### config.mk
export PLATFORM = sky130hd
export DESIGN_NAME = pmem_arbiter
export DESIGN_NICKNAME = d
export VERILOG_FILES = /design/src/rtl/pmem_pkg.sv /design/src/rtl/rr_pick.sv /design/src/rtl/pmem_arbiter.sv
export SDC_FILE = /design/constraint.sdc
export NUM_CORES = 1
export LEC_CHECK = 0
export ABC_AREA = 1
export CAP_MARGIN = 10
export CORE_AREA = 3 3 323 325
export CTS_BUF_LIST = sky130_fd_sc_hd__clkbuf_8
export CTS_CLUSTER_SIZE = 16
export DETAILED_ROUTE_END_ITERATION = 10
export DIE_AREA = 0 0 326 328
export PLACE_DENSITY = 0.3
export SLEW_MARGIN = 0
export SYNTH_ARGS = -nofsm -noshare
export SYNTH_HDL_FRONTEND = slang
export SYNTH_SLANG_ARGS = --single-unit
### constraint.sdc
create_clock -name clk -period 6.5 [get_ports clk]
set_input_delay 1.95 -clock clk [delete_from_list [all_inputs] [get_ports clk]]
set_output_delay 1.95 -clock clk [all_outputs]
set_load 0.05 [all_outputs]
### src/rtl/pmem_pkg.sv
// Shared PMEM parameters and requester index type, used by the corelet, the SFU and the arbiter.
package pmem_pkg;
  localparam int PMEM_AW       = 9;
  localparam int PMEM_DW       = 128;
  localparam int N_REQ_DEFAULT = 3;

  typedef logic [$clog2(N_REQ_DEFAULT)-1:0] req_idx_t;
endpackage

### src/rtl/rr_pick.sv
// Rotating-priority encoder: first set request at or above ptr_i, wrapping; ptr_i=0 gives fixed lowest-index priority.
module rr_pick #(
  parameter int N  = 3,
  parameter int IW = 2
) (
  input  logic [N-1:0]  req_i,
  input  logic [IW-1:0] ptr_i,
  output logic [N-1:0]  onehot_o,
  output logic [IW-1:0] idx_o,
  output logic          valid_o
);
  always_comb begin
    int j;
    onehot_o = '0;
    idx_o    = '0;
    valid_o  = 1'b0;
    // Walk from farthest to nearest so the candidate closest to ptr_i is written last.
    for (int k = N - 1; k >= 0; k--) begin
      j = int'(ptr_i) + k;
      if (j >= N) j = j - N;
      if (req_i[j]) begin
        onehot_o    = '0;
        onehot_o[j] = 1'b1;
        idx_o       = IW'(j);
        valid_o     = 1'b1;
      end
    end
  end
endmodule

### src/rtl/pmem_arbiter.sv
// Single-port PSUM memory arbiter: lock > urgent/starved > round-robin, with one-cycle read return routing.
module pmem_arbiter
  import pmem_pkg::*;
#(
  parameter int N_REQ    = N_REQ_DEFAULT,
  parameter int AW       = PMEM_AW,
  parameter int DW       = PMEM_DW,
  parameter int MAX_WAIT = 15
) (
  input  logic                clk,
  input  logic                reset,
  input  logic [N_REQ-1:0]    req,
  input  logic [N_REQ-1:0]    we,
  input  logic [N_REQ-1:0]    urgent,
  input  logic [N_REQ-1:0]    lock,
  input  logic [N_REQ*AW-1:0] addr,
  input  logic [N_REQ*DW-1:0] wdata,
  output logic [N_REQ-1:0]    gnt,
  output logic [N_REQ-1:0]    rvalid,
  output logic [DW-1:0]       rdata,
  input  logic [DW-1:0]       OP_q,
  output logic [DW-1:0]       OP_d,
  output logic [AW-1:0]       OP_addr,
  output logic                OP_cen,
  output logic                OP_wen
);
  localparam int IW = (N_REQ > 1) ? $clog2(N_REQ) : 1;
  localparam int CW = $clog2(MAX_WAIT + 1);

  logic [IW-1:0]            ptr_q, ptr_d;
  logic [IW-1:0]            owner_q, owner_d;
  logic                     owner_vld_q, owner_vld_d;
  logic [N_REQ-1:0][CW-1:0] wait_q, wait_d;
  logic                     tag_vld_q, tag_vld_d;
  logic [IW-1:0]            tag_idx_q, tag_idx_d;

  logic [N_REQ-1:0] starved, eff_urg, urg_oh, rr_oh;
  logic [IW-1:0]    urg_idx, rr_idx, win_idx;
  logic             urg_any, rr_any, win_any, lock_act;

  always_comb begin
    for (int i = 0; i < N_REQ; i++) starved[i] = (wait_q[i] == CW'(MAX_WAIT));
  end

  assign eff_urg  = (urgent | starved) & req;
  // The lock lapses in the very cycle req or lock drops, so that cycle arbitrates normally.
  assign lock_act = owner_vld_q & req[owner_q] & lock[owner_q];

  rr_pick #(.N(N_REQ), .IW(IW)) u_urg_pick (
    .req_i(eff_urg), .ptr_i('0), .onehot_o(urg_oh), .idx_o(urg_idx), .valid_o(urg_any)
  );

  rr_pick #(.N(N_REQ), .IW(IW)) u_rr_pick (
    .req_i(req), .ptr_i(ptr_q), .onehot_o(rr_oh), .idx_o(rr_idx), .valid_o(rr_any)
  );

  always_comb begin
    win_any = 1'b0;
    win_idx = '0;
    if (reset) begin
      if (lock_act) begin
        win_any = 1'b1;
        win_idx = owner_q;
      end else if (urg_any) begin
        win_any = 1'b1;
        win_idx = urg_idx;
      end else if (rr_any) begin
        win_any = 1'b1;
        win_idx = rr_idx;
      end
    end
  end

  always_comb begin
    gnt     = '0;
    OP_cen  = 1'b1;
    OP_wen  = 1'b1;
    OP_addr = '0;
    OP_d    = '0;
    if (win_any) begin
      gnt[win_idx] = 1'b1;
      OP_cen       = 1'b0;
      OP_wen       = ~we[win_idx];
      OP_addr      = addr[win_idx*AW +: AW];
      OP_d         = wdata[win_idx*DW +: DW];
    end
  end

  always_comb begin
    ptr_d       = ptr_q;
    owner_d     = owner_q;
    owner_vld_d = 1'b0;
    tag_vld_d   = 1'b0;
    tag_idx_d   = tag_idx_q;
    wait_d      = wait_q;
    if (win_any) begin
      ptr_d       = (win_idx == IW'(N_REQ - 1)) ? '0 : win_idx + 1'b1;
      owner_d     = win_idx;
      owner_vld_d = lock[win_idx];
      tag_vld_d   = ~we[win_idx];
      tag_idx_d   = win_idx;
    end
    for (int i = 0; i < N_REQ; i++) begin
      if (req[i] && !gnt[i]) begin
        if (wait_q[i] != CW'(MAX_WAIT)) wait_d[i] = wait_q[i] + 1'b1;
      end else begin
        wait_d[i] = '0;
      end
    end
  end

  always_ff @(posedge clk) begin
    if (!reset) begin
      ptr_q       <= '0;
      owner_q     <= '0;
      owner_vld_q <= 1'b0;
      wait_q      <= '0;
      tag_vld_q   <= 1'b0;
      tag_idx_q   <= '0;
    end else begin
      ptr_q       <= ptr_d;
      owner_q     <= owner_d;
      owner_vld_q <= owner_vld_d;
      wait_q      <= wait_d;
      tag_vld_q   <= tag_vld_d;
      tag_idx_q   <= tag_idx_d;
    end
  end

  // OP_q is the SRAM's own output register, so the cycle after a read grant it already holds the data.
  always_comb begin
    rvalid = '0;
    rdata  = '0;
    if (reset && tag_vld_q) begin
      rvalid[tag_idx_q] = 1'b1;
      rdata             = OP_q;
    end
  end
endmodule

==> results by group, run 1 <==
Worst setup path
  – Critical R2R Launch: ptr_q[0]$_SDFFE_PN0P_
  – Minimum setup slack among reg-to-reg paths: 4040 ps
  – WP data required: 4550 ps
  – R2r endpoint: tag_vld_q$_SDFF_PN0_
  – Arrival @ worst endpoint: 4320 ps
  – Crit path max fanout: 31
  – Worst R2R Path Depth: 16
  – Critical Path End Type: output pin
  – Startpoint Class: input port
  – Kind of critical path: in2out

Layout
  – Combined area of the multi-input logic cells: 4480 um^2
  – Register area: 360 um^2
  – Synthesis-to-layout area growth: 182%
  – Fin nets: 2716
  – Filler cell count in the final layout: 11805
  – Share of layout cells above drive strength 1: 13.7%
  – Final Instance Area: 16500 um^2

STA
  – Worst-margin pin slew: 548 ps
  – PnR worst setup slack: 230 ps
  – Tmin final: 6270 ps
  – Final Hold Fails: 0
  – Fmax: 159 MHz
  – Setup TNS: 0 ps
  – Fin crit share: 96.5%
  – Worst slew margin: 63.4%
  – Layout Skew: 1.83 ps
  – Slew Limit Fails: 0
  – RSZ-0062 raised after global routing: no
  – Final Setup Violations: 0

Yosys
  – Syn nets: 1916
  – EDFF count, synth: 0
  – Post-synthesis register bit count: 18
  – Async SR Flop Fraction: 0%
  – Ys Warns: 0
  – Count of cell types in the netlist: 25
  – Yosys top cell area share: 47.2%
  – Post-synth top area cell: nand2_1
  – Synth top cells by count: nand2_1 (738), nand3_1 (163), inv_1 (154)
  – Cells after synthesis: 1358
  – Register area share after synthesis: 6.14%
  – Mapped Avg Cell Area: 4.32 um^2
  – Main area contributors after synthesis: nand2_1 (47%), nand3_1 (14%), inv_1 (9.8%)
  – Main synth FF type: dfxtp_1
  – Most common cell in the netlist: nand2_1
  – Post-Syn Area: 5870 um^2

Pwr
  – P_leak: 8.12 nW
  – Max rail drop VDD: 0.0661 mV
  – P per Cell Area: 153 nW/um^2

Drt
  – DRT iter0 DRCs: 526
  – Avg Vias per Cell: 3.03
  – Routed vias: 10717
  – ANT nets after route: 0
  – First-pass DRT Iterations: 5
  – Wire per inst: 18.5 um
  – Residual DRC count: 0
  – Final WL: 65600 um

Clock tree
  – CTS sink count: 18
  – Num CTS Buffers: 3
  – Clock latency on the worst-skew pair: 260 ps
  – Bufs on Longest Clock Path: 2
  – H-tree levels: 1
  – TritonCTS clock tree: done
  – CTS clk-pin slew, worst paths: 80 ps
  – Hold buffers post-CTS: 0
  – Root Buffer: clkbuf_8

Global route
  – Met3 Track Usage GR: 3.57%
  – Initial antenna violation count: 20
  – GRT Total Usage: 11.5%
  – GRT busiest layer: met2
  – Overflow after GRT: 0
  – Global-route wire length before repair: 88700 um
  – M2 GR Usage: 20.2%
  – Grt met1 use: 14.1%
  – Pin count of the biggest net entering global routing: 53
  – Vias in the first global route: 11178

Die
  – Core area: 102000 um^2
  – DIE AREA: 107000 um^2
  – Starting density of the core: 5.77%
  – Die Wd: 326 um
  – Die Ht: 328 um
  – Io pins: 826
  – Std-Cell Rows: 117

Placed design
  – Port Buffers: 825
  – Routability cong.: 0.832
  – Placed Area: 16500 um^2
  – Dpl ws: 126 ps
  – Hpwl dp: 56600 um

Hold path
  – Worst Hold End: wait_q[8]$_SDFFE_PN0N_
  – HP Class: reg2reg
  – Worst Hold Path Cells: 2
  – Hold path start: wait_q[10]$_SDFFE_PN0N_

Status
  – Status: complete, no violations

Flow run
  – Max-cap viol count: 0
## kinds of logic (layout without fill, tap and decap cells)
family | after synthesis | count (layout) | synth area share [%]
compound gates | 16 | 16 | 1.41
buf+inv | 249 | 1048 | 18.1
flops | 18 | 18 | 6.14
simple gates | 1065 | 1065 | 72.4
fa+ha+maj | 5 | 5 | 1.07
other cells | 0 | 12 | 0
xor+xnor | 2 | 2 | 0.298
mux | 3 | 3 | 0.512
## metal layers
| metal | vias up | wire length (um) |
|---|---|---|
| met2 | 417 | 32400 |
| met5 | - | 49 |
| met4 | 8 | 292 |
| met3 | 21 | 5170 |
| met1 | 4626 | 27600 |
| li1 | 5645 | - |
## placed cells by master, fill, tap and decap left out
master	n
dfxtp_1	18
clkdlybuf4s50_1	606
xor2_1	1
nor2_4	2
ha_1	5
inv_2	6
nand3_2	1
mux2i_1	3
o21ai_0	5
a21oi_1	9
clkbuf_8	4
o21ai_1	1
nand2_8	1
nor3_1	3
a21boi_0	1
nand3_1	163
xnor2_1	1
nand3b_1	1
nand2_4	4
nand2_1	737
inv_1	154
nor2_1	148
inv_6	1
clkinv_2	1
nor2_2	2
diode_2	12
nand4_1	3
dlymetal6s2s_1	3
buf_12	91
buf_4	182
## cell type report
type	instances	share of cell area [%]
well taps	1368	10.3
inverters	162	3.71
clock buffers	4	0.333
repair buffers	882	56.2
multi-input cells	1091	27.1
diodes	12	0.182
flip-flops and latches	18	2.18
## state kept, by name (all words and copies together) (netlist names)
name / count
owner_vld_q: 1
tag_idx_q: 2
wait_q: 12
tag_vld_q: 1
ptr_q: 2
## critical path, cell delays in order
cell and delay [ps]:
clkdlybuf4s50_1 660, inv_2 140, a21oi_1 140, nand3_1 140, nand2_4 130, buf_12 260
buf_12 220, nand3_1 120, nand2_1 100, nand3_1 60, nand2_1 200, buf_12 170
## per-stage QoR
step                hold WS (ps)  utilization, %  power, mW  cells
finish                       520            16.3       2.54   3537
CTS                          518            16.2       2.59   3525
global route                 572            16.3       2.70   3534
detailed placement           504            16.2       2.48   3521
global placement             517            16.2       2.50   3521
floorplan                    460               -       1.27   1358
## worst max path at each step
stage / from / end / cells past startpoint
floorplan: req[1] / OP_d[118] / 14
global placement: req[1] / OP_d[69] / 14
detailed placement: req[1] / OP_d[69] / 14
CTS: req[1] / OP_d[69] / 14
global route: reset / OP_d[75] / 12
finish: reset / OP_d[69] / 12
## report_power, final
part	switching (mW)	internal (mW)	total, mW	leakage (nW)
registers	0.00806	0.117	0.125	0.147
logic	1.38	0.935	2.31	7.95
clock network	0.0435	0.0540	0.0975	0.0288
## what timing repair did
item,CTS,global route
buffers inserted,0,0
gates resized for setup,0,3
setup endpoints to repair,0,11
Power figures use the tool's default switching activity.
==> run 2: changes to the inputs <==
CORE_AREA = 3 3 320 322   (was 3 3 323 325)
DIE_AREA = 0 0 323 325   (was 0 0 326 328)
clock period = 5.32 ns   (was 6.5 ns; I/O delays follow)
==> run 2 against run 1 <==
  * Core utilization is 3.3 points higher
  * Clock skew is 7.0 ps higher
  * Sequential cell count stayed put
  * Routed wire length is 9.9% higher
  * Non-clock buffer count is 65 higher
  * Critical endpoint is now OP_d[45]
==> results by group, run 2 (synthesis gave the netlist of run 1 again) <==
Worst setup path
  – Minimum setup slack among reg-to-reg paths: 2800 ps
  – Slowest cell on crit path: dlygate4sd2_1
  – Crit path max fanout: 9
  – Arrival @ worst endpoint: 3580 ps
  – Worst R2R Path Depth: 19
  – WP data required: 3720 ps
  – Worst Path Buf+Inv: 5
  – Critical Path Max Stage Delay: 240 ps
  – R2r endpoint: wait_q[2]$_SDFFE_PN0N_
  – CP dominant cell by count: nand2_1
  – Critical R2R Launch: ptr_q[0]$_SDFFE_PN0P_
  – Critical Path End Type: output pin
  – Crit-path leading delay family: simple AND/OR/NAND/NOR gates
  – Startpoint Class: input port
  – Crit-path cells: dlygate4sd2_1 > buf_6 > nand2_1 > nand2_1 > nand2_2 > nand2_2 > nor2_2 > nand2_1 > nand2_2 > nand2_4 > nand2_8 > buf_12 > buf_8 > nand2_1 > nand2_1 > nand2_1 > nand2_1 > buf_6
  – Kind of critical path: in2out

Layout
  – Fin nets: 2781
  – Most frequent cells in the layout: nand2_1 (660), clkdlybuf4s50_1 (542), buf_12 (235)
  – Commonest non-fill, non-tap cell in the layout: nand2_1
  – Top Registers: wait_q: 12 flops, ptr_q: 2 flops, tag_idx_q: 2 flops
  – Biggest register: wait_q
  – Max reg flops: 12
  – Share of layout cells above drive strength 1: 23.0%
  – Synthesis-to-layout area growth: 232%
  – Filler cell count in the final layout: 11354
  – Util after Layout: 19.5%

Die
  – Core area: 99900 um^2
  – Io pins: 826
  – Std-Cell Rows: 116
  – DIE AREA: 105000 um^2
  – Die Ht: 325 um
  – Starting density of the core: 5.88%
  – Die Wd: 323 um

STA
  – Minimum hold slack: 499 ps
  – PnR worst setup slack: 141 ps
  – Slew Limit Fails: 0
  – Final Setup Violations: 0
  – Worst slew margin: 73.1%
  – Layout Skew: 8.79 ps
  – Fmax: 193 MHz
  – Final Hold Fails: 0
  – Worst-margin pin slew: 400 ps
  – Tmin final: 5180 ps
  – Fin crit share: 97.3%
  – RSZ-0062 raised after global routing: no

Clock tree
  – TritonCTS clock tree: done
  – H-tree levels: 1
  – CTS clk-pin slew, worst paths: 70 ps
  – Hold buffers post-CTS: 0
  – Clock latency on the worst-skew pair: 260 ps
  – CTS sink count: 18
  – Num CTS Buffers: 3
  – Root Buffer: clkbuf_8
  – Bufs on Longest Clock Path: 2

Placed design
  – Port Buffers: 825
  – Dpl ws: -371 ps
  – Routability cong.: 0.850
  – Hpwl dp: 58200 um

Pwr
  – P per Cell Area: 189 nW/um^2
  – Tot Pwr: 3.69 mW
  – P_leak: 9.29 nW
  – Max rail drop VDD: 0.0840 mV

Drt
  – Final WL: 72000 um
  – Residual DRC count: 0
  – Routed vias: 11605
  – First-pass DRT Iterations: 5
  – Wire per inst: 20.4 um
  – Avg Vias per Cell: 3.29
  – ANT nets after route: 0
  – DRT iter0 DRCs: 531

Status
  – Status: complete, no violations

Global route
  – Overflow after GRT: 0
  – Initial antenna violation count: 15
  – Vias in the first global route: 12102
  – GRT Total Usage: 12.9%
  – Pin count of the biggest net entering global routing: 64
  – Global-route wire length before repair: 97200 um

Hold path
  – HP Class: reg2reg
  – Hold path start: ptr_q[1]$_SDFFE_PN0P_
  – Worst Hold End: ptr_q[1]$_SDFFE_PN0P_
  – Worst Hold Path Cells: 2

Flow run
  – Max-cap viol count: 0
run 2: how the worst max path moves through the flow:
stage,start,end,slack [ps],depth (start not counted)
after floorplan,req[1],OP_d[118],400,14
after global placement,req[1],OP_addr[8],-380,14
after detailed placement,req[1],OP_d[40],-370,14
after CTS,urgent[0],OP_d[58],-0.7,17
after global routing,req[0],OP_d[28],3,19
final,req[0],OP_d[45],140,18
run 2: cell type report:
cell class	instances	area (um^2)	share of cell area (%)
timing repair buffer	947	12100	61.9
multi-input combinational	1091	4770	24.4
tap	1298	1620	8.33
inverter	162	618	3.17
sequential	18	360	1.85
clock buffer	4	55.1	0.282
antenna	4	10.0	0.0513
run 2: report_power, final:
part	internal [mW]	switching, mW	total [mW]	leakage [nW]
Combinational	1.56	1.86	3.42	9.11
Clock	0.0658	0.0507	0.117	0.0288
Sequential	0.143	0.0108	0.154	0.147
Total	1.77	1.92	3.69	9.29
run 2: what timing repair did:
action | 4_1_cts | 5_1_grt
buffers inserted | 13 | 3
resized for setup | 114 | 76
pin swaps | 15 | 16
endpoints found under the setup margin | 139 | 128
cloned | 14 | 2
run 2: layer usage:
layer | wire length (um) | vias up | global-route usage (%) | share of wire (%)
met4 | 275 | 12 | 0.466 | 0.38
met5 | 77 | - | 0 | 0.11
met1 | 29500 | 5313 | 15.3 | 41
met2 | 36800 | 467 | 24.1 | 51
li1 | - | 5781 | - | -
met3 | 5400 | 32 | 3.56 | 7.5
run 2: worst reg2reg max path, delay by kind of cell (launching register included):
kind | cells | cell delay, ps
buffers and inverters | 6 | 770
AND/OR/NAND/NOR | 12 | 910
flip-flops | 1 | 380
adder cells (fa/ha/maj) | 1 | 350
run 2: metrics by stage:
| step | area (um^2) | setup TNS [ps] | std cells |
|---|---|---|---|
| 3_5_place_dp | 18300 | -29690 | 3486 |
| 6_report | 19500 | 0 | 3524 |
| 3_3_place_gp | 18300 | -30470 | 3486 |
| 2_1_floorplan | 5870 | 0 | 1358 |
| 4_1_cts | 19300 | -0.727 | 3517 |
| 5_1_grt | 19500 | 0 | 3521 |
==> run 3: changes to the inputs <==
GPL_TIMING_DRIVEN = 0   (was default)
SKIP_LAST_GASP = 1   (was default)
==> run 3 against run 2 <==
  * Core utilization fell by 3.2 points
  * Sequential cell count did not move
  * Critical path type unchanged
  * Largest power group unchanged
  * Count of clock-buffer cells in the layout did not move
  * Via count fell by 3.5%
==> results by group, run 3 (synthesis gave the netlist of run 1 again) <==
Worst setup path
  – Worst R2R Path Depth: 17
  – Crit path max fanout: 10
  – Arrival @ worst endpoint: 3630 ps
  – R2r endpoint: wait_q[0]$_SDFFE_PN0N_
  – Worst Setup SP: req[2]
  – WP data required: 3720 ps
  – Startpoint Class: input port
  – Kind of critical path: in2out
  – Minimum setup slack among reg-to-reg paths: 2880 ps
  – Worst Setup EP: OP_d[75]
  – Critical Path End Type: output pin
  – Critical R2R Launch: ptr_q[0]$_SDFFE_PN0P_

Global route
  – Pin count of the biggest net entering global routing: 11
  – Global-route wire length before repair: 95800 um
  – Overflow after GRT: 0
  – Vias in the first global route: 11515
  – GRT Total Usage: 13.0%
  – Initial antenna violation count: 17

Pwr
  – Tot Pwr: 2.99 mW
  – Sw Ratio: 60.4%
  – P_leak: 8.88 nW
  – Seq pwr share: 5.1%
  – Internal power: 1.18 mW
  – P per Cell Area: 183 nW/um^2
  – Clock power share: 4.0%
  – Combinational power share: 90.9%
  – Max rail drop VDD: 0.0841 mV
  – Switch Pwr: 1.80 mW

Clock tree
  – CTS clk-pin slew, worst paths: 80 ps
  – Clock latency on the worst-skew pair: 260 ps
  – Root Buffer: clkbuf_8
  – H-tree levels: 1
  – Num CTS Buffers: 3
  – CTS sink count: 18
  – TritonCTS clock tree: done
  – Bufs on Longest Clock Path: 2

Drt
  – Final WL: 72200 um
  – ANT nets after route: 0
  – First-pass DRT Iterations: 5
  – Routed vias: 11197
  – Avg Vias per Cell: 3.19
  – Wire per inst: 20.5 um
  – DRT iter0 DRCs: 534
  – Residual DRC count: 0

STA
  – Final Hold Fails: 0
  – Setup TNS: 0 ps
  – Worst-margin pin slew: 620 ps
  – Tmin final: 5230 ps
  – Layout Skew: 3.49 ps
  – RSZ-0062 raised after global routing: yes
  – Slew Limit Fails: 0
  – Fmax: 191 MHz
  – Worst slew margin: 58.8%
  – Fin crit share: 98.3%
  – Final Setup Violations: 0

Layout
  – Commonest non-fill, non-tap cell in the layout: nand2_1
  – Top Registers: wait_q: 12 flops, ptr_q: 2 flops, tag_idx_q: 2 flops
  – Most frequent cells in the layout: nand2_1 (716), clkdlybuf4s50_1 (597), nand3_1 (155)
  – Biggest register: wait_q
  – Share of layout cells above drive strength 1: 13.8%
  – Max reg flops: 12
  – Fin nets: 2769
  – Synthesis-to-layout area growth: 178%

Placed design
  – Hpwl dp: 62000 um
  – Port Buffers: 824
  – Routability cong.: 0.850

Status
  – Status: complete, no violations

Die
  – Core area: 99900 um^2
  – Io pins: 826
  – Die Ht: 325 um
  – Starting density of the core: 5.88%
  – DIE AREA: 105000 um^2
  – Std-Cell Rows: 116
  – Die Wd: 323 um

Hold path
  – HP Class: reg2reg

Flow run
  – Max-cap viol count: 0
run 3: power groups by stage:
stage	combinational (mW)	sequential (mW)	clock [mW]
after global placement	2.70	0.156	0
after CTS	2.73	0.153	0.124
after global routing	2.91	0.154	0.127
after detailed placement	2.68	0.155	0
final	2.71	0.153	0.118
after floorplan	1.40	0.153	0
run 3: metrics by stage:
| step | hold slack, ps | instances | utilization, % | cell area [um^2] | setup slack (ps) |
|---|---|---|---|---|---|
| floorplan | 460 | 1358 | - | 5870 | 397 |
| global placement | 487 | 3480 | 15.8 | 15700 | -2540 |
| detailed placement | 493 | 3480 | 15.8 | 15700 | -2560 |
| CTS | 511 | 3507 | 16.0 | 16000 | 0.672 |
| global route | 535 | 3512 | 16.4 | 16300 | -18.6 |
| finish | 504 | 3515 | 16.4 | 16300 | 90.0 |
run 3: routing by layer:
layer  vias up  global-route usage (%)  part of all wire [%]
li1       5764                       -                     -
met1      4959                    16.2                    42
met2       440                    23.2                    49
met3        26                    3.17                   7.4
met4         8                    1.25                  0.74
met5         -                       0                 0.075
run 3: final cells by class:
cell class | instances | area, um^2
inverter | 162 | 637
timing repair buffer | 848 | 8230
fill | 11812 | 83500
timing repair inverter | 1 | 11.3
tap | 1298 | 1620
buffer | 85 | 748
clock buffer | 4 | 55.1
sequential | 18 | 360
antenna | 7 | 17.5
multi-input combinational | 1092 | 4650
run 3: worst max-delay path, cell delays in order:
cell,delay [ps]
clkbuf_4,180
nand3_1,110
nand3_2,120
inv_2,50
nor2_4,180
nor2_4,60
nand2_4,70
buf_12,140
buf_4,140
buf_2,210
nand3_1,140
nand2_1,90
nand3_1,180
nand2_1,110
clkbuf_4,230
run 3: how the worst min path moves through the flow:
stage | from | slack (ps) | end | depth (start not counted)
final | ptr_q[1]$_SDFFE_PN0P_ | 500 | ptr_q[1]$_SDFFE_PN0P_ | 2
after global routing | ptr_q[1]$_SDFFE_PN0P_ | 540 | ptr_q[1]$_SDFFE_PN0P_ | 2
after CTS | ptr_q[1]$_SDFFE_PN0P_ | 510 | ptr_q[1]$_SDFFE_PN0P_ | 2
after detailed placement | ptr_q[1]$_SDFFE_PN0P_ | 490 | ptr_q[1]$_SDFFE_PN0P_ | 2
after global placement | ptr_q[1]$_SDFFE_PN0P_ | 490 | ptr_q[1]$_SDFFE_PN0P_ | 2
after floorplan | ptr_q[1]$_SDFFE_PN0P_ | 460 | ptr_q[1]$_SDFFE_PN0P_ | 2
run 3: what timing repair did:
action	CTS	global route
hold buffers	0	0
gates resized for setup	892	180
pin swaps	15	8
gates cloned	5	0
buffers inserted	19	2
setup endpoints to repair	273	192
